**src/rtl/operand_fetch_pkg.sv**
```systemverilog
// Shared definitions for the operand fetch stage: MIPS32 field positions,
// supported opcodes and the decoded control part of the operand bundle.
package operand_fetch_pkg;

    localparam int INSTR_W = 32;
    localparam int REG_AW  = 5;
    localparam int IMM_W   = 16;

    // Instruction field bit positions
    localparam int OPC_MSB   = 31;
    localparam int OPC_LSB   = 26;
    localparam int RS_MSB    = 25;
    localparam int RS_LSB    = 21;
    localparam int RT_MSB    = 20;
    localparam int RT_LSB    = 16;
    localparam int RD_MSB    = 15;
    localparam int RD_LSB    = 11;
    localparam int IMM_MSB   = 15;
    localparam int IMM_LSB   = 0;
    localparam int FUNCT_MSB = 5;
    localparam int FUNCT_LSB = 0;

    // Supported opcodes
    localparam logic [5:0] OPC_RTYPE = 6'h00;
    localparam logic [5:0] OPC_BEQ   = 6'h04;
    localparam logic [5:0] OPC_ADDI  = 6'h08;
    localparam logic [5:0] OPC_SLTI  = 6'h0A;
    localparam logic [5:0] OPC_ANDI  = 6'h0C;
    localparam logic [5:0] OPC_ORI   = 6'h0D;
    localparam logic [5:0] OPC_LW    = 6'h23;
    localparam logic [5:0] OPC_SW    = 6'h2B;

    typedef enum logic [1:0] {
        B_SRC_REG  = 2'd0,
        B_SRC_SEXT = 2'd1,
        B_SRC_ZEXT = 2'd2
    } b_src_e;

    // Control half of the operand bundle; the data operands A/B are held
    // next to it because their width is a parameter of the stage.
    typedef struct packed {
        logic [5:0]        opcode;
        logic [5:0]        funct;
        logic [REG_AW-1:0] rs;
        logic [REG_AW-1:0] rt;
        logic [REG_AW-1:0] dest;
        logic [IMM_W-1:0]  imm;
        b_src_e            b_src;
        logic              illegal;
    } of_ctrl_t;

    // Unsupported opcodes still produce a bundle: B takes the sign-extended
    // immediate and nothing is written back.
    function automatic of_ctrl_t decode_instr(input logic [INSTR_W-1:0] instr);
        of_ctrl_t d;
        d         = '0;
        d.opcode  = instr[OPC_MSB:OPC_LSB];
        d.funct   = instr[FUNCT_MSB:FUNCT_LSB];
        d.rs      = instr[RS_MSB:RS_LSB];
        d.rt      = instr[RT_MSB:RT_LSB];
        d.imm     = instr[IMM_MSB:IMM_LSB];
        d.b_src   = B_SRC_SEXT;
        d.dest    = '0;
        d.illegal = 1'b0;
        case (instr[OPC_MSB:OPC_LSB])
            OPC_RTYPE: begin
                d.b_src = B_SRC_REG;
                d.dest  = instr[RD_MSB:RD_LSB];
            end
            OPC_BEQ: begin
                d.b_src = B_SRC_REG;
            end
            OPC_ADDI, OPC_SLTI, OPC_LW: begin
                d.b_src = B_SRC_SEXT;
                d.dest  = instr[RT_MSB:RT_LSB];
            end
            OPC_ANDI, OPC_ORI: begin
                d.b_src = B_SRC_ZEXT;
                d.dest  = instr[RT_MSB:RT_LSB];
            end
            OPC_SW: begin
                d.b_src = B_SRC_SEXT;
            end
            default: begin
                d.illegal = 1'b1;
            end
        endcase
        return d;
    endfunction

endpackage

```
**src/rtl/operand_fetch_reg_file.sv**
```systemverilog
// Architectural register file: two combinational read ports, one write port.
// Register 0 always reads as zero and ignores writes.
module reg_file
    import operand_fetch_pkg::*;
#(
    parameter int DATA_W  = 32,
    parameter int REG_CNT = 32
) (
    input  logic              clk,
    input  logic              rst,
    input  logic [REG_AW-1:0] i_ra,
    output logic [DATA_W-1:0] o_rd_a,
    input  logic [REG_AW-1:0] i_rb,
    output logic [DATA_W-1:0] o_rd_b,
    input  logic              i_we,
    input  logic [REG_AW-1:0] i_waddr,
    input  logic [DATA_W-1:0] i_wdata
);

    logic [DATA_W-1:0] r_mem [REG_CNT];
    logic              w_wr;

    assign w_wr = i_we && (i_waddr != '0);

    // Storage: reset clears every entry and blocks writes in the same cycle
    always_ff @(posedge clk) begin
        if (rst) begin
            for (int i = 0; i < REG_CNT; i++) begin
                r_mem[i] <= '0;
            end
        end else if (w_wr) begin
            r_mem[i_waddr] <= i_wdata;
        end
    end

    assign o_rd_a = (i_ra == '0) ? '0 : r_mem[i_ra];
    assign o_rd_b = (i_rb == '0) ? '0 : r_mem[i_rb];

endmodule

```
**src/rtl/operand_fetch.sv**
```systemverilog
// Operand fetch stage: decodes a MIPS32 word, reads rs/rt with write-through
// bypass, and presents a registered operand bundle to the ALU under a
// valid/ready handshake. A held bundle keeps tracking writebacks to its
// source registers so the ALU never consumes a stale operand.
module operand_fetch
    import operand_fetch_pkg::*;
#(
    parameter int DATA_W  = 32,
    parameter int REG_CNT = 32
) (
    input  logic               clk,
    input  logic               rst,
    input  logic               in_valid,
    output logic               in_ready,
    input  logic [INSTR_W-1:0] instr,
    input  logic               wb_en,
    input  logic [REG_AW-1:0]  wb_addr,
    input  logic [DATA_W-1:0]  wb_data,
    output logic               out_valid,
    input  logic               out_ready,
    output logic [5:0]         opcode,
    output logic [5:0]         func_field,
    output logic [DATA_W-1:0]  A,
    output logic [DATA_W-1:0]  B,
    output logic [REG_AW-1:0]  dest,
    output logic               illegal
);

    of_ctrl_t          w_dec;
    logic [DATA_W-1:0] w_rd_a;
    logic [DATA_W-1:0] w_rd_b;
    logic              w_wb_hit;
    logic [DATA_W-1:0] w_imm_sext;
    logic [DATA_W-1:0] w_imm_zext;
    logic [DATA_W-1:0] w_a_next;
    logic [DATA_W-1:0] w_b_reg;
    logic [DATA_W-1:0] w_b_next;
    logic              w_capture;
    logic              w_hold;
    logic              w_refresh_a;
    logic              w_refresh_b;

    logic              r_valid;
    of_ctrl_t          r_ctrl;
    logic [DATA_W-1:0] r_a;
    logic [DATA_W-1:0] r_b;

    assign w_dec = decode_instr(instr);

    reg_file #(
        .DATA_W  (DATA_W),
        .REG_CNT (REG_CNT)
    ) u_reg_file (
        .clk     (clk),
        .rst     (rst),
        .i_ra    (w_dec.rs),
        .o_rd_a  (w_rd_a),
        .i_rb    (w_dec.rt),
        .o_rd_b  (w_rd_b),
        .i_we    (wb_en),
        .i_waddr (wb_addr),
        .i_wdata (wb_data)
    );

    // A writeback to r0 never lands, so it must not bypass either
    assign w_wb_hit   = wb_en && (wb_addr != '0);

    assign w_imm_sext = {{(DATA_W-IMM_W){w_dec.imm[IMM_W-1]}}, w_dec.imm};
    assign w_imm_zext = {{(DATA_W-IMM_W){1'b0}}, w_dec.imm};

    assign w_a_next   = (w_wb_hit && (wb_addr == w_dec.rs)) ? wb_data : w_rd_a;
    assign w_b_reg    = (w_wb_hit && (wb_addr == w_dec.rt)) ? wb_data : w_rd_b;

    // Operand B source selection for the incoming instruction
    always_comb begin
        w_b_next = w_imm_sext;
        case (w_dec.b_src)
            B_SRC_REG:  w_b_next = w_b_reg;
            B_SRC_ZEXT: w_b_next = w_imm_zext;
            default:    w_b_next = w_imm_sext;
        endcase
    end

    assign in_ready    = !r_valid || out_ready;
    assign w_capture   = in_valid && in_ready;
    assign w_hold      = r_valid && !out_ready;

    // While stalled, only the register-sourced operands follow writebacks
    assign w_refresh_a = w_hold && w_wb_hit && (wb_addr == r_ctrl.rs);
    assign w_refresh_b = w_hold && w_wb_hit && (r_ctrl.b_src == B_SRC_REG)
                         && (wb_addr == r_ctrl.rt);

    // Handshake state and control fields of the bundle
    always_ff @(posedge clk) begin
        if (rst) begin
            r_valid <= 1'b0;
            r_ctrl  <= '0;
        end else if (w_capture) begin
            r_valid <= 1'b1;
            r_ctrl  <= w_dec;
        end else if (r_valid && out_ready) begin
            r_valid <= 1'b0;
        end
    end

    // Operand A: a new capture takes priority over refreshing a held value
    always_ff @(posedge clk) begin
        if (rst) begin
            r_a <= '0;
        end else if (w_capture) begin
            r_a <= w_a_next;
        end else if (w_refresh_a) begin
            r_a <= wb_data;
        end
    end

    // Operand B: same priority as A
    always_ff @(posedge clk) begin
        if (rst) begin
            r_b <= '0;
        end else if (w_capture) begin
            r_b <= w_b_next;
        end else if (w_refresh_b) begin
            r_b <= wb_data;
        end
    end

    assign out_valid  = r_valid;
    assign opcode     = r_ctrl.opcode;
    assign func_field = r_ctrl.funct;
    assign dest       = r_ctrl.dest;
    assign illegal    = r_ctrl.illegal;
    assign A          = r_a;
    assign B          = r_b;

endmodule

```
**config.mk**
```make
export PLATFORM = sky130hd
export DESIGN_NAME = operand_fetch
export DESIGN_NICKNAME = d
export VERILOG_FILES = /design/src/rtl/operand_fetch_pkg.sv /design/src/rtl/operand_fetch_reg_file.sv /design/src/rtl/operand_fetch.sv
export SDC_FILE = /design/constraint.sdc
export NUM_CORES = 2
export LEC_CHECK = 0
export CORE_ASPECT_RATIO = 0.6
export CORE_MARGIN = 2
export CORE_UTILIZATION = 50
export CTS_BUF_LIST = sky130_fd_sc_hd__clkbuf_4 sky130_fd_sc_hd__clkbuf_8
export CTS_CLUSTER_DIAMETER = 30
export DETAILED_ROUTE_END_ITERATION = 10
export PLACE_DENSITY = 0.78
export SETUP_SLACK_MARGIN = 0.05
export SLEW_MARGIN = 20
export SYNTH_ARGS = -nofsm -noshare
export SYNTH_HDL_FRONTEND = slang
export SYNTH_SLANG_ARGS = --single-unit
```
**constraint.sdc**
```tcl
create_clock -name clk -period 2.9 [get_ports clk]
set_input_delay 0.725 -clock clk [delete_from_list [all_inputs] [get_ports clk]]
set_output_delay 0.725 -clock clk [all_outputs]
set_load 0.005 [all_outputs]
```
## Word level (Yosys, flattened, before mapping)

Memories as Yosys holds them, arrays and structs flattened.
Cells that the tools add are included.

- Equality and inequality tests: 12
- Mux-type cells: 22
- Reduce and logical (&&, ||, !) cells: 27

Operator list:

| kind | number |
|---|---|
| 32-bit two-way mux | 9 |
| 32-bit case mux with 2 select lines | 1 |
| 32-bit OR reduction | 1 |
| 6-bit by 4-bit == test with 1-bit output (second input constant) | 4 |
| 5-bit == test | 4 |
| 6-bit == test (second input constant) | 2 |
| 1-bit logical AND | 10 |
| 5-bit logical NOT | 2 |
| 5-bit case mux with 2 select lines | 1 |
| 1-bit two-way mux | 9 |
| 8-bit OR reduction | 1 |
| 6-bit by 3-bit == test with 1-bit output (second input constant) | 1 |
| 6-bit logical NOT | 1 |
| 2-bit nonzero test | 3 |
| 5-bit two-way mux | 1 |
| 5-bit nonzero test | 1 |
| 5-bit OR reduction | 1 |
| 2-bit logical NOT | 2 |
| 2-bit case mux with 2 select lines | 1 |
| 2-bit OR reduction | 2 |
| 2-bit == test (second input constant) | 1 |
| 1-bit logical NOT | 2 |
| 1-bit logical OR | 1 |

- Register bits after elaboration: 95
- Bits in writable memories: 1024
- Bits of input ports: 74
- Output and inout bits: 84
- Word-level logic and storage cells: 72
- Memories: 1

Memories:

| memory | words | width | read ports | clocked after memory_dff | wr ports | line | text |
|---|---|---|---|---|---|---|---|
| u_reg_file.r_mem | 32 | 32 | 2 | 0 | 32 | operand_fetch_reg_file.sv:20 | `logic [DATA_W-1:0] r_mem [REG_CNT];` |

## Logic depth before layout (Yosys ltp)

- Word-level depth: 7
- Gate-level depth with buffers: 11
- Depth with buffers taken out: 6

## Cells and area by module

Synthesis repeated with hierarchy kept, for this count alone.

- Cells, all modules: 4071
- Area, all modules: 59146.7 µm²

By module, submodules not included:

| module | times used | cells an instance | area each (µm²) | sequential area each (µm²) |
|---|---|---|---|---|
| reg_file | 1 | 3502 | 54232.0 | 30749.5 |
| operand_fetch | 1 | 569 | 4914.7 | 1901.8 |

## Worst setup path after synthesis

OpenSTA, ideal clock, no wires.

- Kind: input-to-reg
- Start: input port rst
- End: memory u_reg_file.r_mem[28][0], enable pin
- Library setup time: 0.375 ns
- Arrival time: 2.424 ns
- Required time: 2.525 ns
- Path slack: 0.101 ns
- Stages: 6
- Buffers on the path: 2
- Cells stage by stage: clkbuf_1 nor2_1 or4b_1 clkbuf_1 nor2_1 or2_2

RTL lines:

| item | line | text |
|---|---|---|
| start, declared | operand_fetch.sv:12 | `input logic rst,` |
| end, declared | operand_fetch_reg_file.sv:20 |  |

## Worst setup path in the final report

- Start: register r_valid, in the netlist out_valid
- End: output port in_ready

- Longest elaborated chain between the ends: 2

Ends and longest elaborated chain:

| item | line | text |
|---|---|---|
| start, declared | operand_fetch.sv:43 | `logic r_valid;` |
| start signal, assigned | operand_fetch.sv:96 | `r_valid <= 1'b0;` |
| start signal, assigned | operand_fetch.sv:99 | `r_valid <= 1'b1;` |
| start signal, assigned | operand_fetch.sv:102 | `r_valid <= 1'b0;` |
| 1-bit logical NOT | operand_fetch.sv:84 | `assign in_ready = !r_valid \|\| out_ready;` |
| 1-bit logical OR | operand_fetch.sv:84 |  |
| end, declared | operand_fetch.sv:14 | `output logic in_ready,` |

No other way between the ends.

==> results.ini <==
[outcome]
status=completed

[timing]
layout_setup_ws_ns=0.120
hold_violations=0
fin_crit_sh_pct=95.9
rsz0062_at_grt=no
whs_ns=0.204
fin_crit_ns=2.78
slew_violations=0
clock-skew-final_ns=0.0392
fmax_mhz=360
worstMarginPinSlew_ns=1.16
setup_violations=0
max_slew_margin_pct=22.5

[detailed_routing]
drt_iter0_markers=7843
via_per_inst=6.75
ant_nets=0
drtPass1Iterations=8
finalWirelength_mm=211
vias=43000
remaining_drc_errors=0
post_drt_wl_per_cell_um=33.1

[floorplanning]
dieWidth_um=448
rows=97
start_util_pct=50.5
die-height_um=270
ioPinCount=158
die_area_mm2=0.121
fp.coreArea_mm2=0.117

[worst_setup_path]
critPathKind=flop to output pin
crit_path_end_kind=output pin
arrival_ns=2.06
slowest_stage=clkdlybuf4s50_1
cp.required_ns=2.17
r2r-start=out_valid$_SDFFE_PP0P_
reg2reg_depth=9
path_cells=nand2b_2 > buf_4 > clkdlybuf4s50_1
rr_endpoint=A[5]$_SDFFE_PP0P_
max_stage_delay_ns=0.50
rrSetupSlack_ns=0.69
cp_max_fo=3
worstSetupStartpointType=flop

[global_routing]
top_usage_layer=met1
grt_max_degree=57
grt_pass1_vias=41900
grtUsageMet1_pct=48.4
overflow=0
grt_pass1_wl_mm=298
met3_usage_pct=13.8
grtUsageMet2_pct=46.9
grt_usage_pct=34.6
antenna_found_initial=5

[worst_hold_path]
hold_depth=2
hold-path-endpoint=A[16]$_SDFFE_PP0P_
min-delay-start=rst
worstHoldPathType=input port to flop

[cts]
cts_root_buf=clkbuf_8
clock_latency_ns=0.91
h-tree-depth=4
numCtsBuffers=175
clk_pin_slew_ns=0.07
cts_tree=done
cts_sinks=1119
cts_setup_buffers=0
cts_buffer_depth=3

[place]
place_congestion=0.973
dpl.cell_count=6051
dp_hpwl_mm=139
post_dp_cell_area_mm2=0.0662
place_ws_ns=-0.526
port-buffer-count=157

[synthesis]
synth_edf_count=1024
synthArstFlopShare_pct=0
yosys_register_bits=1119
synth.area.top_cells=edfxtp_1 52%, mux4_2 15%, and2_1 11%
ys_top_cells_by_count=1,024 x edfxtp_1, 996 x and2_1, 400 x mux4_2
yosys.area.top_type=edfxtp_1
ys_seq_area_share_pct=55.3
ys_warn_count=0
synth_top_area_share_pct=52.1
netlist_instances=4282
synth.most_common_cell=edfxtp_1
netlist_area_mm2=0.0590
yosysUniqueCellTypes=64
synth_top_flop_cell=edfxtp_1
avgSynthCellArea_um2=13.8

[pwr]
finalPower_mw=39.0
vdd.ir_drop.worst_mv=0.559
powerDensity_mw_per_mm2=558
p_leak_nw=25.1

[run]
maxCapViolCount=0

[final_layout]
final_cells=6373
nets=4718
stdcell_area_mm2=0.0699
drive_above_1_share_pct=26.5
area.growth.synth_to_final_pct=18.4

-- power breakdown --
group | switching [mW] | internal [mW] | total [mW]
logic | 2.96 | 2.39 | 5.35
clock network | 6.83 | 7.66 | 14.5
registers | 0.631 | 18.5 | 19.1
-- logic make-up after synthesis --
logic type	after synthesis	share of synthesized area, %
xor+xnor	20	0.297
compound gates	558	6.75
buf+inv	470	3.59
flops	1119	55.3
other cells	1	0.00635
simple gates	1457	14.4
mux	657	19.6
-- placed cells by master, fill, tap and decap left out, types with 43 or more instances in the layout --
master	netlist	layout
mux4_2	400	400
buf_12	0	141
edfxtp_1	1024	1024
and2_1	996	995
nor2_1	108	74
mux2i_1	254	254
dfxtp_1	95	95
clkbuf_8	0	185
a21oi_1	95	94
clkbuf_4	0	55
a22oi_1	232	232
nand3_1	81	81
nand2_1	124	124
o22ai_1	43	43
buf_4	55	323
clkdlybuf4s50_1	0	148
-- registers in the layout, summed over array words and instances (netlist names) --
| register | cells |
|---|---|
| B | 32 |
| out_valid | 1 |
| illegal | 1 |
| opcode | 6 |
| func_field | 6 |
| u_reg_file.r_mem | 1024 |
| r_ctrl | 12 |
| A | 32 |
| dest | 5 |
-- through the flow --
| stage | TNS (ns) | util (%) |
|---|---|---|
| floorplan | 0 | - |
| global placement | -129.49 | 56.6 |
| detailed placement | -149.54 | 56.6 |
| CTS | 0 | 59.8 |
| global route | 0 | 59.8 |
| finish | 0 | 59.8 |
-- per-layer routing --
| layer | vias to the layer above | wire length (um) |
|---|---|---|
| li1 | 17100 | - |
| met1 | 21100 | 75900 |
| met2 | 4257 | 86100 |
| met3 | 648 | 37500 |
| met4 | 4 | 11300 |
| met5 | - | 28 |
-- worst max-delay path: cells and delay by family, from the launching register on --
kind | cells | cell delay (ns)
flip-flops | 1 | 0.32
AND/OR/NAND/NOR | 1 | 0.17
buffers and inverters | 2 | 0.65
-- worst max path at each step --
stage / start / endpoint
final: out_valid$_SDFFE_PP0P_ / in_ready
after global routing: out_ready / in_ready
after CTS: out_valid$_SDFFE_PP0P_ / in_ready
after detailed placement: wb_addr[3] / B[18]$_SDFFE_PP0P_
after global placement: wb_addr[3] / B[16]$_SDFFE_PP0P_
after floorplan: rst / u_reg_file.r_mem[28][0]$_SDFFCE_PN0P_
-- cell type report --
| type | instances | area, um^2 |
|---|---|---|
| Fill cell | 8733 | 47000 |
| Sequential cell | 1119 | 32700 |
| Multi-Input combinational cell | 2724 | 24700 |
| Timing Repair Buffer | 620 | 6830 |
| Clock buffer | 240 | 2960 |
| Tap cell | 1584 | 1980 |
| Clock inverter | 81 | 729 |
| Inverter | 4 | 15.0 |
| Antenna cell | 1 | 2.50 |
-- repair_timing --
item / 4_1_cts / 5_1_grt
setup endpoints to repair: 1 / 0
resized for setup: 1 / 0
hold buffers: 0 / 0
Power figures use the tool's default switching activity.
